## src/rtl/nibble_serial_subtractor.sv

```systemverilog
// Serial wide subtractor: d = a - b - bin, one borrow-lookahead nibble per clock, LSB first.
// Optional zero-result flag port when SUBSER_ZERO_FLAG_EN is defined.
module nibble_serial_subtractor #(
  parameter int NIBBLES = 4
) (
  input  logic                   clk,
  input  logic                   rst,
  input  logic                   in_valid,
  output logic                   in_ready,
  input  logic [4*NIBBLES-1:0]   a,
  input  logic [4*NIBBLES-1:0]   b,
  input  logic                   bin,
  output logic                   out_valid,
  input  logic                   out_ready,
  output logic [4*NIBBLES-1:0]   d,
  output logic                   bout,
`ifdef SUBSER_ZERO_FLAG_EN
  output logic                   zero,
`endif
  output logic                   ovf
);

  localparam int W  = 4 * NIBBLES;
  localparam int IW = (NIBBLES > 1) ? $clog2(NIBBLES) : 1;
  localparam logic [IW-1:0] LAST = IW'(NIBBLES - 1);

  typedef enum logic [1:0] {
    IDLE,
    RUN,
    DONE
  } state_t;

  state_t          state;
  logic [W-1:0]    a_q;
  logic [W-1:0]    b_q;
  logic            br_q;
  logic [IW-1:0]   idx;

  logic [3:0]      an;
  logic [3:0]      bn;
  logic [3:0]      g;
  logic [3:0]      p;
  logic [4:0]      br;
  logic [3:0]      dn;

  assign in_ready  = (state == IDLE);
  assign out_valid = (state == DONE);

  // Borrow lookahead across the current nibble, seeded by the registered borrow.
  always_comb begin
    an    = a_q[idx*4 +: 4];
    bn    = b_q[idx*4 +: 4];
    g     = ~an & bn;
    p     = ~(an ^ bn);
    br    = '0;
    br[0] = br_q;
    br[1] = g[0] | (p[0] & br[0]);
    br[2] = g[1] | (p[1] & br[1]);
    br[3] = g[2] | (p[2] & br[2]);
    br[4] = g[3] | (p[3] & br[3]);
    dn    = an ^ bn ^ br[3:0];
  end

  always_ff @(posedge clk) begin
    if (rst) begin
      state <= IDLE;
      a_q   <= '0;
      b_q   <= '0;
      br_q  <= 1'b0;
      idx   <= '0;
      d     <= '0;
      bout  <= 1'b0;
      ovf   <= 1'b0;
`ifdef SUBSER_ZERO_FLAG_EN
      zero  <= 1'b0;
`endif
    end else begin
      case (state)
        IDLE: begin
          if (in_valid) begin
            a_q   <= a;
            b_q   <= b;
            br_q  <= bin;
            idx   <= '0;
            state <= RUN;
`ifdef SUBSER_ZERO_FLAG_EN
            zero  <= 1'b1;
`endif
          end
        end
        RUN: begin
          d[idx*4 +: 4] <= dn;
          br_q          <= br[4];
`ifdef SUBSER_ZERO_FLAG_EN
          zero          <= zero & (dn == 4'h0);
`endif
          if (idx == LAST) begin
            bout  <= br[4];
            ovf   <= (a_q[W-1] != b_q[W-1]) && (dn[3] != a_q[W-1]);
            idx   <= '0;
            state <= DONE;
          end else begin
            idx <= idx + IW'(1);
          end
        end
        DONE: begin
          if (out_ready) state <= IDLE;
        end
        default: state <= IDLE;
      endcase
    end
  end

endmodule

```

## config.mk

```make
export PLATFORM = sky130hd
export DESIGN_NAME = nibble_serial_subtractor
export DESIGN_NICKNAME = d
export VERILOG_FILES = /design/src/rtl/nibble_serial_subtractor.sv
export SDC_FILE = /design/constraint.sdc
export NUM_CORES = 1
export LEC_CHECK = 0
export CORE_ASPECT_RATIO = 0.7
export CORE_MARGIN = 2
export CORE_UTILIZATION = 52
export CTS_BUF_LIST = sky130_fd_sc_hd__clkbuf_4
export DETAILED_ROUTE_END_ITERATION = 12
export GPL_TIMING_DRIVEN = 0
export HOLD_SLACK_MARGIN = 0.05
export PLACE_DENSITY = 0.82
export SETUP_SLACK_MARGIN = 0.2
export SLEW_MARGIN = 10
export SYNTH_ARGS = -nofsm -noshare
export SYNTH_HDL_FRONTEND = slang
export SYNTH_SLANG_ARGS = --single-unit
```

## constraint.sdc

```tcl
create_clock -name clk -period 3.4 [get_ports clk]
set_input_delay 0.51 -clock clk [delete_from_list [all_inputs] [get_ports clk]]
set_output_delay 0.51 -clock clk [all_outputs]
set_load 0.01 [all_outputs]
```

Yosys cells after proc, flatten, opt, wreduce, memory -nomap -nowiden

Index checks and enable logic that the tools add are counted.

Logic and storage cells: 52
Output and inout port bits: 20
Input port bits: 37
Register bits: 55

Shifts and indexed selects: 4
Reduce and logical (&&, ||, !) cells: 7
Bitwise operators: 13
Mux-type cells: 10
Add/sub/neg operators: 2
Eq/ne operators: 8

Operators with widths:

| cell                                                                     | number |
|---|---|
| 4-bit negator with 34-bit output                                         | 1 |
| 4-bit by 34-bit variable shift with 16-bit output (first input constant) | 1 |
| 4-bit by 34-bit indexed part select with 16-bit output                   | 1 |
| 16-bit by 5-bit indexed part select with 4-bit output                    | 2 |
| 16-bit bitwise mux                                                       | 1 |
| 2-bit two-way mux                                                        | 5 |
| 4-bit NOT                                                                | 2 |
| 4-bit XOR                                                                | 2 |
| 2-bit one-hot mux with 3 select lines                                    | 1 |
| 2-bit AND reduction                                                      | 3 |
| 1-bit bitwise AND                                                        | 4 |
| 4-bit bitwise AND                                                        | 1 |
| 2-bit == test (second input constant)                                    | 2 |
| 2-bit inequality test (second input constant)                            | 2 |
| 1-bit bitwise OR                                                         | 4 |
| 2-bit one-hot mux with 2 select lines                                    | 1 |
| 3-bit AND reduction                                                      | 1 |
| 2-bit by 1-bit adder with 2-bit output (second input constant)           | 1 |
| 2-bit by 1-bit == test with 1-bit output (second input constant)         | 1 |
| 2-bit zero test                                                          | 1 |
| 1-bit inequality test                                                    | 2 |
| 2-bit by 1-bit inequality test with 1-bit output (second input constant) | 1 |
| 1-bit one-hot mux with 2 select lines                                    | 1 |
| 2-bit nonzero test                                                       | 1 |
| other kinds (2)                                                          | 2 |

Logic depth before layout (Yosys ltp)

Depth in word-level cells: 12
Mapped depth: 12
Gate-level depth less buffers: 11

Worst setup path before layout

No wires, ideal clock.

Path kind: register -> register
Start point: register idx[0]
End point: register ovf
Period minus slack after synthesis: 3.059 ns
Path buffers: 2
Arrival: 2.964 ns
Library setup time: 0.095 ns
Stages on the path, launching flop included: 11
Slack: 0.341 ns
Cell sequence: dfxtp_1 > buf_2 > buf_4 > mux4_2 > fa_1 > fa_1 > inv_1 > fa_1 > nor2_1 > a21oi_1 > a221oi_1

Word-level cells in the longest chain between the ends: 12
Elaborated cells on any way between the ends: 17

RTL lines:

| item                                                                     | RTL line | RTL |
|---|---|---|
| start, declared                                                          | 37       | `logic [IW-1:0] idx;` |
| start signal, assigned                                                   | 103      | `idx <= idx + IW'(1);` |
| 16-bit by 5-bit indexed part select with 4-bit output (on tied branches) | 51, 52   |  |
| 4-bit XOR                                                                | 54, 61   |  |
| 4-bit NOT                                                                | 54       | `p = ~(an ^ bn);` |
| 1-bit bitwise AND                                                        | 57       | `br[1] = g[0] \| (p[0] & br[0]);` |
| 1-bit bitwise OR                                                         | 57       |  |
| 1-bit bitwise AND                                                        | 58       | `br[2] = g[1] \| (p[1] & br[1]);` |
| 1-bit bitwise OR                                                         | 58       |  |
| 1-bit bitwise AND                                                        | 59       | `br[3] = g[2] \| (p[2] & br[2]);` |
| 1-bit bitwise OR                                                         | 59       |  |
| 4-bit XOR                                                                | 61       | `dn = an ^ bn ^ br[3:0];` |
| 1-bit inequality test                                                    | 99       | `ovf <= (a_q[W-1] != b_q[W-1]) && (dn[3] != a_q[W-1]);` |
| 1-bit logical AND                                                        | 99       |  |
| end signal, assigned                                                     | 99       |  |
| end, declared                                                            | 20       | `output logic ovf` |

Parallel ways exist; a longest one is shown, timed or not.
A chain may end at the register's enable or synchronous reset.

Worst setup path in the final report

Start point: register idx[0]
End point: register d[3]

Word-level cells in the longest chain between the ends: 12
Elaborated cells on any way between the ends: 17

RTL lines:

| item                                                                     | RTL line | RTL |
|---|---|---|
| 16-bit by 5-bit indexed part select with 4-bit output (on tied branches) | 51, 52   |  |
| 4-bit XOR                                                                | 54, 61   |  |
| 4-bit NOT                                                                | 54       |  |
| 1-bit bitwise AND                                                        | 57       |  |
| 1-bit bitwise OR                                                         | 57       |  |
| 1-bit bitwise AND                                                        | 58       |  |
| 1-bit bitwise OR                                                         | 58       |  |
| 1-bit bitwise AND                                                        | 59       |  |
| 1-bit bitwise OR                                                         | 59       |  |
| 4-bit XOR                                                                | 61       |  |
| 4-bit by 34-bit indexed part select with 16-bit output                   | 92       | `d[idx*4 +: 4] <= dn;` |
| 16-bit bitwise mux (*)                                                   | 92       |  |
| end signal, assigned by index                                            | 92       |  |
| end, declared                                                            | 15       | `output logic [4*NIBBLES-1:0] d,` |

Every way passes the cells marked *; elsewhere a longest branch is shown, timed or not.

==> flow_metrics.env <==
export IMPL_layout_commonest_cell="nand2_1"
export IMPL_hold_path_class="flop to flop"
export IMPL_layout_cells_most_common_list="63 x nand2_1, 55 x clkdlybuf4s50_1, 54 x dfxtp_1"
export IMPL_drt_iter0_drc=182
export IMPL_detailed_place_area_mm2=0.003149
export IMPL_cp_top_family="adder cells"
export IMPL_combined_buffer_and_inverter_count_along_the_critical_path=4
export IMPL_path_clk_slew_ns=0.14
export IMPL_seq_area_frac_synth_pct=43.56
export IMPL_synthesis_area_per_instance_um2=9.124
export IMPL_die_height_um=62.33
export IMPL_rows=21
export IMPL_endpoint_kind="flop"
export IMPL_antenna_left=0
export IMPL_finalPower_uw=1257
export IMPL_finish_utilization_pct=69.39
export IMPL_tritoncts="built"
export IMPL_yosys_warnings=0
export IMPL_period_share_pct=91.85
export IMPL_route_vias_total=2166
export IMPL_final_net_count=391
export IMPL_number_of_antenna_violations_at_the_first_check_in_global_routing=0
export IMPL_cts_buffers=5
export IMPL_ys_async_sr_fraction_pct=0
export IMPL_final_setup_skew_ns=0.009659
export IMPL_post_drt_via_cell_ratio=5.401
export IMPL_clk_path_buf_depth=2
export IMPL_wirelength_mm=5.884
export IMPL_synthesis_area_mm2=0.002527
export IMPL_cp_slowest_stage_delay_ns=0.65
export IMPL_data_required_critical_path_ns=3.66
export IMPL_max_rail_drop_vdd_v=0.0002246
export IMPL_first_global_vias=2087
export IMPL_clock_fmax_mhz=320.2
export IMPL_cell_count_after_synthesis=277
export IMPL_criticalPathCategory="flop to flop"
export IMPL_root_buffer="clkbuf_4"
export IMPL_setup_violations_final=0
export IMPL_grt_setup_unrepaired="true"
export IMPL_port_bufs=55
export IMPL_timing_final_hold_violations=0
export IMPL_design_area_final_mm2=0.003282
export IMPL_worstPathCellList="buf_8, buf_12, mux4_2, fa_1, inv_1, fa_2, fa_2, inv_2, fa_2, nor3_2, a22oi_1, nor2_1"
export IMPL_insertedDiodeCount=0
export IMPL_postSynthRegisterBits=55
export IMPL_insertion_delay_ns=0.38
export IMPL_grt_util_all_layers_pct=22.81
export IMPL_detail_route_first_pass_iterations=4
export IMPL_report_final_slew_viol_count=0
export IMPL_ctsHoldBuffers=0
export IMPL_fp_dieW_um=87.33
export IMPL_max_slew_margin_pct=58.47
export IMPL_synthesis_nets=324
export IMPL_areaGrowthSynthToFinish_pct=29.85
export IMPL_cellPowerDensity_mw_per_mm2=383.2
export IMPL_cts_sink_count=55
export IMPL_outcome="completed"
export IMPL_worst_path_most_repeated_cell="fa_2"
export IMPL_avgRoutedWirePerCell_um=14.67
export IMPL_grt_max_degree=16
export IMPL_finalHoldWorstSlack_ns=0.4601
export IMPL_layout_min_cycle_time_ns=3.123
export IMPL_io_pins=57
export IMPL_cp_max_fo=6
export IMPL_global_route_overflow_total=0
export IMPL_cellLeakagePower_uw=0.001205
export IMPL_post_place_ws_ns=-0.08325
export IMPL_cap_violations=0
export IMPL_post_route_drc_count=0
export IMPL_cp_start_kind="flop"
export IMPL_synth_edf_count=0
export IMPL_grt_first_pass_wirelength_mm=9.701
export IMPL_core_area_mm2=0.004730
export IMPL_gp_routability_congestion=0.9210
export IMPL_yosysUniqueCellTypes=36
export IMPL_layout_setup_ws_ns=0.2770
export IMPL_cpMaxStageDelayCell="fa_2"
export IMPL_dpl_hpwl_mm=4.271
export IMPL_fraction_of_final_layout_cells_with_drive_strength_greater_than_1_pct=17.15
export IMPL_htree_levels=2
export IMPL_die_area_mm2=0.005443
export IMPL_critical_path_arrival_ns=3.39
export IMPL_dominantRegCellSynth="dfxtp_1"
export IMPL_initial_core_util_pct=53.44
export IMPL_worst_slew_pin_transition_ns=0.6230
-- state kept, by name (all words and copies together), names as in the netlist --
name and count:
br_q 1, ovf 1, b_q 16, idx 2, d 16, state 2
a_q 16, bout 1
-- synth_stat cells, drive strengths merged, types with 4 or more instances --
| cell | instances | share of area [%] |
|---|---|---|
| ha | 6 | 3.0 |
| a22oi | 4 | 1.2 |
| nand2 | 73 | 12 |
| nand3b | 8 | 2.4 |
| fa | 4 | 3.2 |
| clkbuf | 6 | 0.89 |
| nor2 | 14 | 2.1 |
| a32oi | 5 | 1.7 |
| a21oi | 43 | 9.6 |
| inv | 13 | 1.9 |
| buf | 13 | 4.0 |
| mux4 | 8 | 7.1 |
| dfxtp | 55 | 44 |
-- stage by stage --
| step | cells | TNS [ns] |
|---|---|---|
| finish | 401 | 0 |
| global route | 401 | 0 |
| CTS | 396 | 0 |
| detailed placement | 389 | -0.2285 |
| global placement | 389 | -0.1253 |
| floorplan | 277 | 0 |
-- what timing repair did --
action | 4_1_cts | 5_1_grt
setup buffers | 0 | 5
setup endpoints to repair | 5 | 5
pin swaps | 0 | 4
resized for setup | 7 | 12
-- worst min-delay path, cell delays in order, from the launching register on --
cell and delay [ns]:
dfxtp_1 0.33, nand2_1 0.05, a21oi_1 0.05
-- final cells by class --
type                    instances  area [um^2]
clock buffers                   5        37.54
inverters                      13        48.80
clock inverters                 2        8.758
well taps                      57        71.32
fillers                       408         1448
plain buffers                  19        150.1
repair buffers                 60        588.1
flip-flops and latches         55         1105
multi-input cells             190         1272
-- layer usage --
metal  vias up  GRT usage, %  part of all wire (%)
met5         -             0                     0
met4         0         7.692                  0.93
met3         5         4.654                   6.3
met2        83         35.13                    46
met1      1006         31.95                    47
li1       1072             -                     -
-- where the power goes --
group	switching [uW]	internal, uW	total (uW)
Clock	198	73.9	272
Combinational	144	148	292
Sequential	19.1	675	694
-- kinds of logic after synthesis --
logic type	share of synthesized area, %
AND/OR/NAND/NOR	21.93
multiplexers	7.525
buffers and inverters	6.831
adder cells (fa/ha/maj)	6.139
AO/OA/AOI/OAI	14.01
flip-flops	43.56
-- path summary, 6_finish.rpt --
| check | startpoint | end | slack (ns) | depth (start not counted) |
|---|---|---|---|---|
| hold reg to reg | d[4] | d[4] | 0.46 | 2 |
| setup / recovery | idx[0] | d[3] | 0.28 | 12 |
| hold / removal | d[4] | d[4] | 0.46 | 2 |
| setup reg to reg | idx[0] | d[3] | 0.28 | 12 |
(Power assumes the default switching activity.)
